**src/rtl/noc_arbiter.sv**
```systemverilog
// Round-robin scheduler for the four NoC FIFOs. It issues one router transfer
// request (src/dest/valid) per slot, then holds off while the router moves the
// packet and the FIFO flags settle.
module noc_arbiter #(
    parameter int unsigned GAP = 2
) (
    input  logic        clk,
    input  logic        rst,
    input  logic        en,
    input  logic [3:0]  fifo_empty,
    input  logic [3:0]  fifo_full,
    input  logic [1:0]  req_dest_0,
    input  logic [1:0]  req_dest_1,
    input  logic [1:0]  req_dest_2,
    input  logic [1:0]  req_dest_3,
    output logic [1:0]  src,
    output logic [1:0]  dest,
    output logic        valid,
    output logic        busy,
    output logic [15:0] grant_count,
    output logic        self_route_err
);

    localparam int unsigned NUM_FIFO = 4;
    localparam int unsigned IDX_W    = 2;
    localparam int unsigned CNT_W    = 4;
    localparam int unsigned GCNT_W   = 16;

    typedef enum logic [1:0] {
        IDLE  = 2'd0,
        GRANT = 2'd1,
        HOLD  = 2'd2
    } state_t;

    state_t              state_q, state_d;
    logic [CNT_W-1:0]    cnt_q, cnt_d;
    logic [IDX_W-1:0]    ptr_q, ptr_d;
    logic [IDX_W-1:0]    src_q, src_d;
    logic [IDX_W-1:0]    dest_q, dest_d;
    logic                valid_q, valid_d;
    logic                busy_q, busy_d;
    logic [GCNT_W-1:0]   gcnt_q, gcnt_d;
    logic                err_q, err_d;

    logic [IDX_W-1:0]    req_dest [NUM_FIFO];
    logic [NUM_FIFO-1:0] self_c;
    logic [NUM_FIFO-1:0] elig_c;
    logic                found_c;
    logic [IDX_W-1:0]    win_c;

    assign req_dest[0] = req_dest_0;
    assign req_dest[1] = req_dest_1;
    assign req_dest[2] = req_dest_2;
    assign req_dest[3] = req_dest_3;

    // Per-FIFO self-route detection and grant eligibility
    always_comb begin
        self_c = '0;
        elig_c = '0;
        for (int unsigned i = 0; i < NUM_FIFO; i++) begin
            self_c[i] = !fifo_empty[i] && (req_dest[i] == IDX_W'(i));
            elig_c[i] = en && !fifo_empty[i] && !fifo_full[req_dest[i]] && !self_c[i];
        end
    end

    // Rotating search starting at ptr; first eligible index wins
    always_comb begin
        logic [IDX_W-1:0] idx;
        found_c = 1'b0;
        win_c   = '0;
        idx     = '0;
        for (int unsigned k = 0; k < NUM_FIFO; k++) begin
            idx = ptr_q + IDX_W'(k);
            if (!found_c && elig_c[idx]) begin
                found_c = 1'b1;
                win_c   = idx;
            end
        end
    end

    // State and output registers
    always_ff @(posedge clk or posedge rst) begin
        if (rst) begin
            state_q <= IDLE;
            cnt_q   <= '0;
            ptr_q   <= '0;
            src_q   <= '0;
            dest_q  <= '0;
            valid_q <= 1'b0;
            busy_q  <= 1'b0;
            gcnt_q  <= '0;
            err_q   <= 1'b0;
        end else begin
            state_q <= state_d;
            cnt_q   <= cnt_d;
            ptr_q   <= ptr_d;
            src_q   <= src_d;
            dest_q  <= dest_d;
            valid_q <= valid_d;
            busy_q  <= busy_d;
            gcnt_q  <= gcnt_d;
            err_q   <= err_d;
        end
    end

    // Next-state: grant from IDLE, count in GRANT, wait out the hold-off in HOLD
    always_comb begin
        state_d = state_q;
        cnt_d   = cnt_q;
        ptr_d   = ptr_q;
        src_d   = src_q;
        dest_d  = dest_q;
        valid_d = 1'b0;
        busy_d  = busy_q;
        gcnt_d  = gcnt_q;
        err_d   = err_q | (|self_c);

        unique case (state_q)
            IDLE: begin
                if (found_c) begin
                    state_d = GRANT;
                    src_d   = win_c;
                    dest_d  = req_dest[win_c];
                    valid_d = 1'b1;
                    busy_d  = 1'b1;
                    ptr_d   = win_c + IDX_W'(1);
                end
            end
            GRANT: begin
                gcnt_d  = gcnt_q + GCNT_W'(1);
                cnt_d   = CNT_W'(GAP);
                state_d = HOLD;
            end
            HOLD: begin
                if (cnt_q <= CNT_W'(1)) begin
                    state_d = IDLE;
                    busy_d  = 1'b0;
                    cnt_d   = '0;
                end else begin
                    cnt_d = cnt_q - CNT_W'(1);
                end
            end
            default: begin
                state_d = IDLE;
                busy_d  = 1'b0;
                cnt_d   = '0;
            end
        endcase
    end

    assign src            = src_q;
    assign dest           = dest_q;
    assign valid          = valid_q;
    assign busy           = busy_q;
    assign grant_count    = gcnt_q;
    assign self_route_err = err_q;

endmodule

```
**config.mk**
```make
export PLATFORM = sky130hd
export DESIGN_NAME = noc_arbiter
export DESIGN_NICKNAME = d
export VERILOG_FILES = /design/src/rtl/noc_arbiter.sv
export SDC_FILE = /design/constraint.sdc
export NUM_CORES = 1
export LEC_CHECK = 0
export CAP_MARGIN = 5
export CORE_AREA = 4 4 60 62
export CTS_BUF_LIST = sky130_fd_sc_hd__clkbuf_4
export DETAILED_ROUTE_END_ITERATION = 12
export DIE_AREA = 0 0 64 66
export DONT_BUFFER_PORTS = 1
export GPL_TIMING_DRIVEN = 0
export PLACE_DENSITY = 0.71
export RECOVER_POWER = 100
export SETUP_SLACK_MARGIN = 0.1
export SYNTH_ARGS = -nofsm -noshare
export SYNTH_HDL_FRONTEND = slang
export SYNTH_SLANG_ARGS = --single-unit
export TNS_END_PERCENT = 5
```
**constraint.sdc**
```tcl
create_clock -name clk -period 4.75 [get_ports clk]
set_input_delay 0.95 -clock clk [delete_from_list [all_inputs] [get_ports clk]]
set_output_delay 0.95 -clock clk [all_outputs]
set_load 0.005 [all_outputs]
```
; ---- Word-level counts from Yosys, hierarchy flattened
; Cells that the tools add are included.
[totals]
elab_cells = 112
input_bits = 19
output_inout_bits = 23
register_bits = 31
[classes]
muxes = 37
n_lt_le_gt_ge = 10
bitwise_logic = 3
addsub = 6
n_eq_ne = 7
n_reduce_logical = 40
[ops]
columns = op, count
row1 = $lt A2 B3 Y1 const B, 8
row2 = $logic_and A1 B1 Y1, 19
row3 = $add A16 B1 Y16 const B, 1
row4 = $bmux W1 S2, 8
row5 = $mux W1, 16
row6 = $mux W2, 8
row7 = $logic_not A1 Y1, 15
row8 = $pmux W4 S3, 1
row9 = $eq A2 B2 Y1 const B, 3
row10 = $pmux W2 S3, 1
row11 = $add A2 B1 Y2 const B, 2
row12 = $add A2 B2 Y2 const B, 2
row13 = $bmux W2 S2, 1
row14 = $eq A2 B1 Y1 const B, 2
row15 = $le A4 B1 Y1 const B, 1
row16 = $logic_not A2 Y1, 2
row17 = $mux W4, 1
row18 = $ne A2 B2 Y1 const B, 2
row19 = $reduce_and A2 Y1, 2
row20 = $reduce_or A4 Y1, 1
row21 = $sub A4 B1 Y4 const B, 1
row22 = $ge A3 B3 Y1 const B, 1
row23 = $not A2 Y3, 1
row24 = $pmux W1 S3, 1
row25 = 3 further kinds, 3

; ---- Longest topological paths before layout
[logic_depth]
depth_word = 21
mapped_depth = 8
depth_no_buf = 8

; ---- Worst setup path after synthesis
; No wires, ideal clock.
[synth_path]
path_kind = input to register
from = input port fifo_empty[3]
to = register dest_q[1], in the netlist dest[1]
t_required_ps = 4610
setup_time_ps = 140
cell_stages = 6
slack_ps = 2226
arrival_ps = 2384
path_buffers = 0
cell_sequence = or3b_1 o22ai_2 a31oi_1 o31a_1 a2111oi_0 a211oi_1
[synth_between]
elab_chain_cells = 20
elab_cells_between_ends = 33
classes_between = 19 x mux / 1 x bitwise / 13 x reduce/logical
[synth_rtl]
columns = element, line
row1 = start: declaration, 10  ; input logic [3:0] fifo_empty,
row2 = $logic_not A1 Y1 *, "61, 62"
row3 = $logic_and A1 B1 Y1 (on tied branches), "62, 61"
row4 = $logic_and A1 B1 Y1 / $logic_not A1 Y1 (equally long branches), 62  ; elig_c[i] = en && !fifo_empty[i] && !fifo_full[req_dest[i]] && !self_c[i];
row5 = $logic_and A1 B1 Y1 *, 62
row6 = $bmux W1 S2, 74  ; if (!found_c && elig_c[idx]) begin
row7 = $mux W1 (not written as such), 74
row8 = $mux W1, 74
row9 = $logic_not A1 Y1, 74
row10 = [... 3 more ...], --
row11 = $logic_and A1 B1 Y1, 74
row12 = $mux W1, 74
row13 = $logic_not A1 Y1, 74
row14 = $logic_and A1 B1 Y1, 74
row15 = $mux W2, 74
row16 = $not A2 Y3 (not written as such), 123  ; dest_d = req_dest[win_c];
row17 = $bmux W2 S2, 123
row18 = $mux W2 (not written as such) (2 in series), 123
row19 = end signal: assignment, 98  ; dest_q <= dest_d;
row20 = end: declaration, 39  ; logic [IDX_W-1:0] dest_q, dest_d;
; Every way passes the cells marked *; elsewhere a longest branch is shown, timed or not. The select of a mux whose other input is x is not followed.
; A chain may end at the register's enable or synchronous reset.

; ---- Final worst setup path
[layout_path]
from = input port fifo_full[2]
to = register dest_q[1], in the netlist dest[1]
[layout_between]
elab_chain_cells = 21
elab_cells_between_ends = 47
classes_between = 27 x mux / 1 x bitwise / 19 x reduce/logical
[layout_rtl]
columns = element, line
row1 = start: declaration, 11  ; input logic [3:0] fifo_full,
row2 = $bmux W1 S2, 62
row3 = $mux W1 (not written as such), 62
row4 = $logic_not A1 Y1, 62
row5 = $logic_and A1 B1 Y1 (2 in series), 62
row6 = $bmux W1 S2, 74
row7 = $mux W1 (not written as such), 74
row8 = $mux W1, 74
row9 = $logic_not A1 Y1, 74
row10 = [... 3 more ...], --
row11 = $logic_and A1 B1 Y1, 74
row12 = $mux W1, 74
row13 = $logic_not A1 Y1, 74
row14 = $logic_and A1 B1 Y1, 74
row15 = $mux W2, 74
row16 = $not A2 Y3 (not written as such), 123
row17 = $bmux W2 S2, 123
row18 = $mux W2 (not written as such) (2 in series), 123
; Parallel ways exist; a longest one is shown, timed or not. The select of a mux whose other input is x is not followed.

==> results.json <==
{
  "slowest_stage": "a2111oi_0",
  "gp_congestion": 0.7998,
  "drt_iter0_markers": 37,
  "synthSimpleGateAreaFrac": 0.2075,
  "ir_drop_v": 0.0002680,
  "postCtsSetupBuffers": 0,
  "worstPathCellList": "nor4b_1 -> a32oi_1 -> a211oi_1 -> nor3_1 -> a2111oi_0 -> a211oi_1",
  "critPathMostFrequentCell": "a211oi_1",
  "overflow": 0,
  "fp-row-count": 20,
  "n_antenna_cell": 0,
  "cellPowerDensity_nw_per_um2": 433.5,
  "cts.sinks": 31,
  "routedWlPerCell_um": 16.29,
  "ctsHoldBuffers": 0,
  "fin_worst_skew_ns": 0.008469,
  "leakagePower_nw": 0.7782,
  "worstSetupPathType": "input pin to flip-flop",
  "maxSlewViolCount": 0,
  "clockBufferDepth": 2,
  "grt_usage": 0.1990,
  "netlist_top_cells_count": "dfrtp_1 (31), nor2_1 (15), nand2_1 (12)",
  "chipWidth_um": 64,
  "synth_fp_nets": 204,
  "arrival_ns": 2.69,
  "synth.largest_area_cell": "dfrtp_1",
  "wl_um": 3779,
  "synth_edf_count": 0,
  "whs_ns": 0.4233,
  "finalCritPeriodShare": 0.5235,
  "core_area_sq_um": 3028,
  "setup_violations": 0,
  "cp.required_ns": 4.95,
  "synthMuxAreaShare": 0.04108,
  "vias": 1437,
  "yosysWarnings": 0,
  "synth_seq_area_share": 0.4391,
  "layout-drive-gt1-share": 0.06915,
  "pin_count": 42,
  "cts_resized": 0,
  "status": "finished clean",
  "hpwl_um": 2895,
  "synthXorXnorAreaFrac": 0.07932,
  "cp-end-kind": "flip-flop",
  "synth_flop_cell": "dfrtp_1",
  "htreeDepth": 2,
  "clk_latency_ns": 0.33,
  "tns_ns": 0,
  "synth_top_family_by_area": "simple AND/OR/NAND/NOR gates",
  "cp_max_fo": 4,
  "die-area_sq_um": 4224,
  "antenna_found_initial": 0,
  "synth.distinct_cells": 47,
  "cts_tree": "yes",
  "synth_fa_ha_area_frac": 0.04249,
  "ant_nets": 0,
  "tightest_slew_ns": 1.257,
  "numPortBuffers": 0,
  "min_path_type": "input pin to asynchronous set/reset pin",
  "cts_made_buffers": 5,
  "grt_pass1_vias": 1501,
  "synth_compound_area_frac": 0.1629,
  "synthCells": 179,
  "yosysMostFrequentCell": "dfrtp_1",
  "fmax_mhz": 402.2,
  "synth_top_area_share": 0.4391,
  "min_period_ns": 2.486,
  "drv_cap": 0,
  "async_reset_ff_frac": 1.000,
  "areaGrowthSynthToFinish_pct": 5.949,
  "rsz0062_at_grt": "false",
  "synth_seq_cells": 31,
  "final-hold-violation-count": 0,
  "remaining_drc_errors": 0,
  "setup_slack_ns": 2.264,
  "initial_core_util": 0.5835,
  "die_h_um": 66,
  "synth_area_leaders": "dfrtp_1 (44%), xnor2_1 (5.0%), ha_1 (4.2%)",
  "postLayoutCoreUtil": 0.6182,
  "grt_max_degree": 32,
  "place_ws_ns": 2.044,
  "dr.pass1.iters": 4,
  "vias_per_cell": 6.194,
  "netlist_area_sq_um": 1767,
  "path_clk_slew_ns": 0.10,
  "clockRootBuffer": "clkbuf_4",
  "grt_pass1_wl_um": 6575,
  "crit_path_max_incr_delay_ns": 0.46,
  "layout.nets": 212,
  "slew_headroom": 0.1618,
  "crit_path_start_kind": "input pin",
  "syn_area_per_cell_sq_um": 9.870
}
-- layer usage --
layer  global-route usage  vias up  wire (um)
met2               0.3458       61       1915
li1                     -      677          -
met1               0.2200      687       1486
met4              0.08086        0         83
met3              0.07143       12        293
met5                    0        -          0
-- cells by family after synthesis --
group / count (synthesis)
mux: 7
simple gates: 65
fa+ha+maj: 6
xor+xnor: 16
buf+inv: 13
compound gates: 41
flops: 31
-- metrics by stage --
stage,total power (W),cells,instance area [sq um]
after floorplan,0.0005914,179,1767
after global placement,0.0006412,223,1822
after detailed placement,0.0006590,223,1822
after CTS,0.0008228,231,1879
after global routing,0.0008788,232,1872
final,0.0008114,232,1872
-- critical path, delay by kind of cell --
family	cells	cell delay [ns]
compound gates	4	1.14
simple gates	2	0.59
-- registers in the layout, indices dropped and copies added (netlist names) --
| name | cells |
|---|---|
| grant_count | 16 |
| cnt_q | 4 |
| dest | 2 |
| ptr_q | 2 |
| src | 2 |
| state_q | 2 |
| busy | 1 |
| self_route_err | 1 |
| valid | 1 |
-- report_power, final --
group          leakage (nW)  total, W  internal (W)  switching (W)
Clock                0.0361  0.000160     0.0000691      0.0000911
Combinational         0.341  0.000250      0.000105       0.000144
Sequential            0.401  0.000401      0.000330      0.0000712
Total                 0.778  0.000811      0.000505       0.000307
-- final timing paths --
path | depth (start not counted) | slack [ns] | from | endpoint
worst max-delay path | 6 | 2.26 | fifo_full[2] | dest[1]
worst min-delay path | 1 | 0.42 | rst | busy
worst max register to register | 6 | 2.69 | ptr_q[1] | dest[1]
worst min register to register | 1 | 0.51 | self_route_err | self_route_err
max in group asynchronous | 2 | 2.88 | rst | grant_count[13]
min in group clk | 1 | 0.51 | self_route_err | self_route_err
-- cell usage in the layout (no fill, tap or decap), types with 5 or more instances in the layout --
| master | count |
|---|---|
| inv_1 | 11 |
| xnor2_1 | 10 |
| nor2_1 | 15 |
| clkbuf_4 | 7 |
| dfrtp_1 | 31 |
| o21ai_0 | 11 |
| mux2i_1 | 5 |
| xor2_1 | 6 |
| ha_1 | 6 |
| nand2_1 | 12 |
| nand4_1 | 8 |
| nand3_1 | 6 |
-- area by class of cell --
class                   count  area, sq um
plain buffers               2        7.507
clock buffers               7        52.55
clock inverters             1        5.005
fillers                   269         1156
inverters                  11        41.29
multi-input cells         135        930.9
flip-flops and latches     31        775.7
well taps                  44        55.05
repair buffers              1        3.754
No activity file was read; power rests on OpenSTA's default activity.
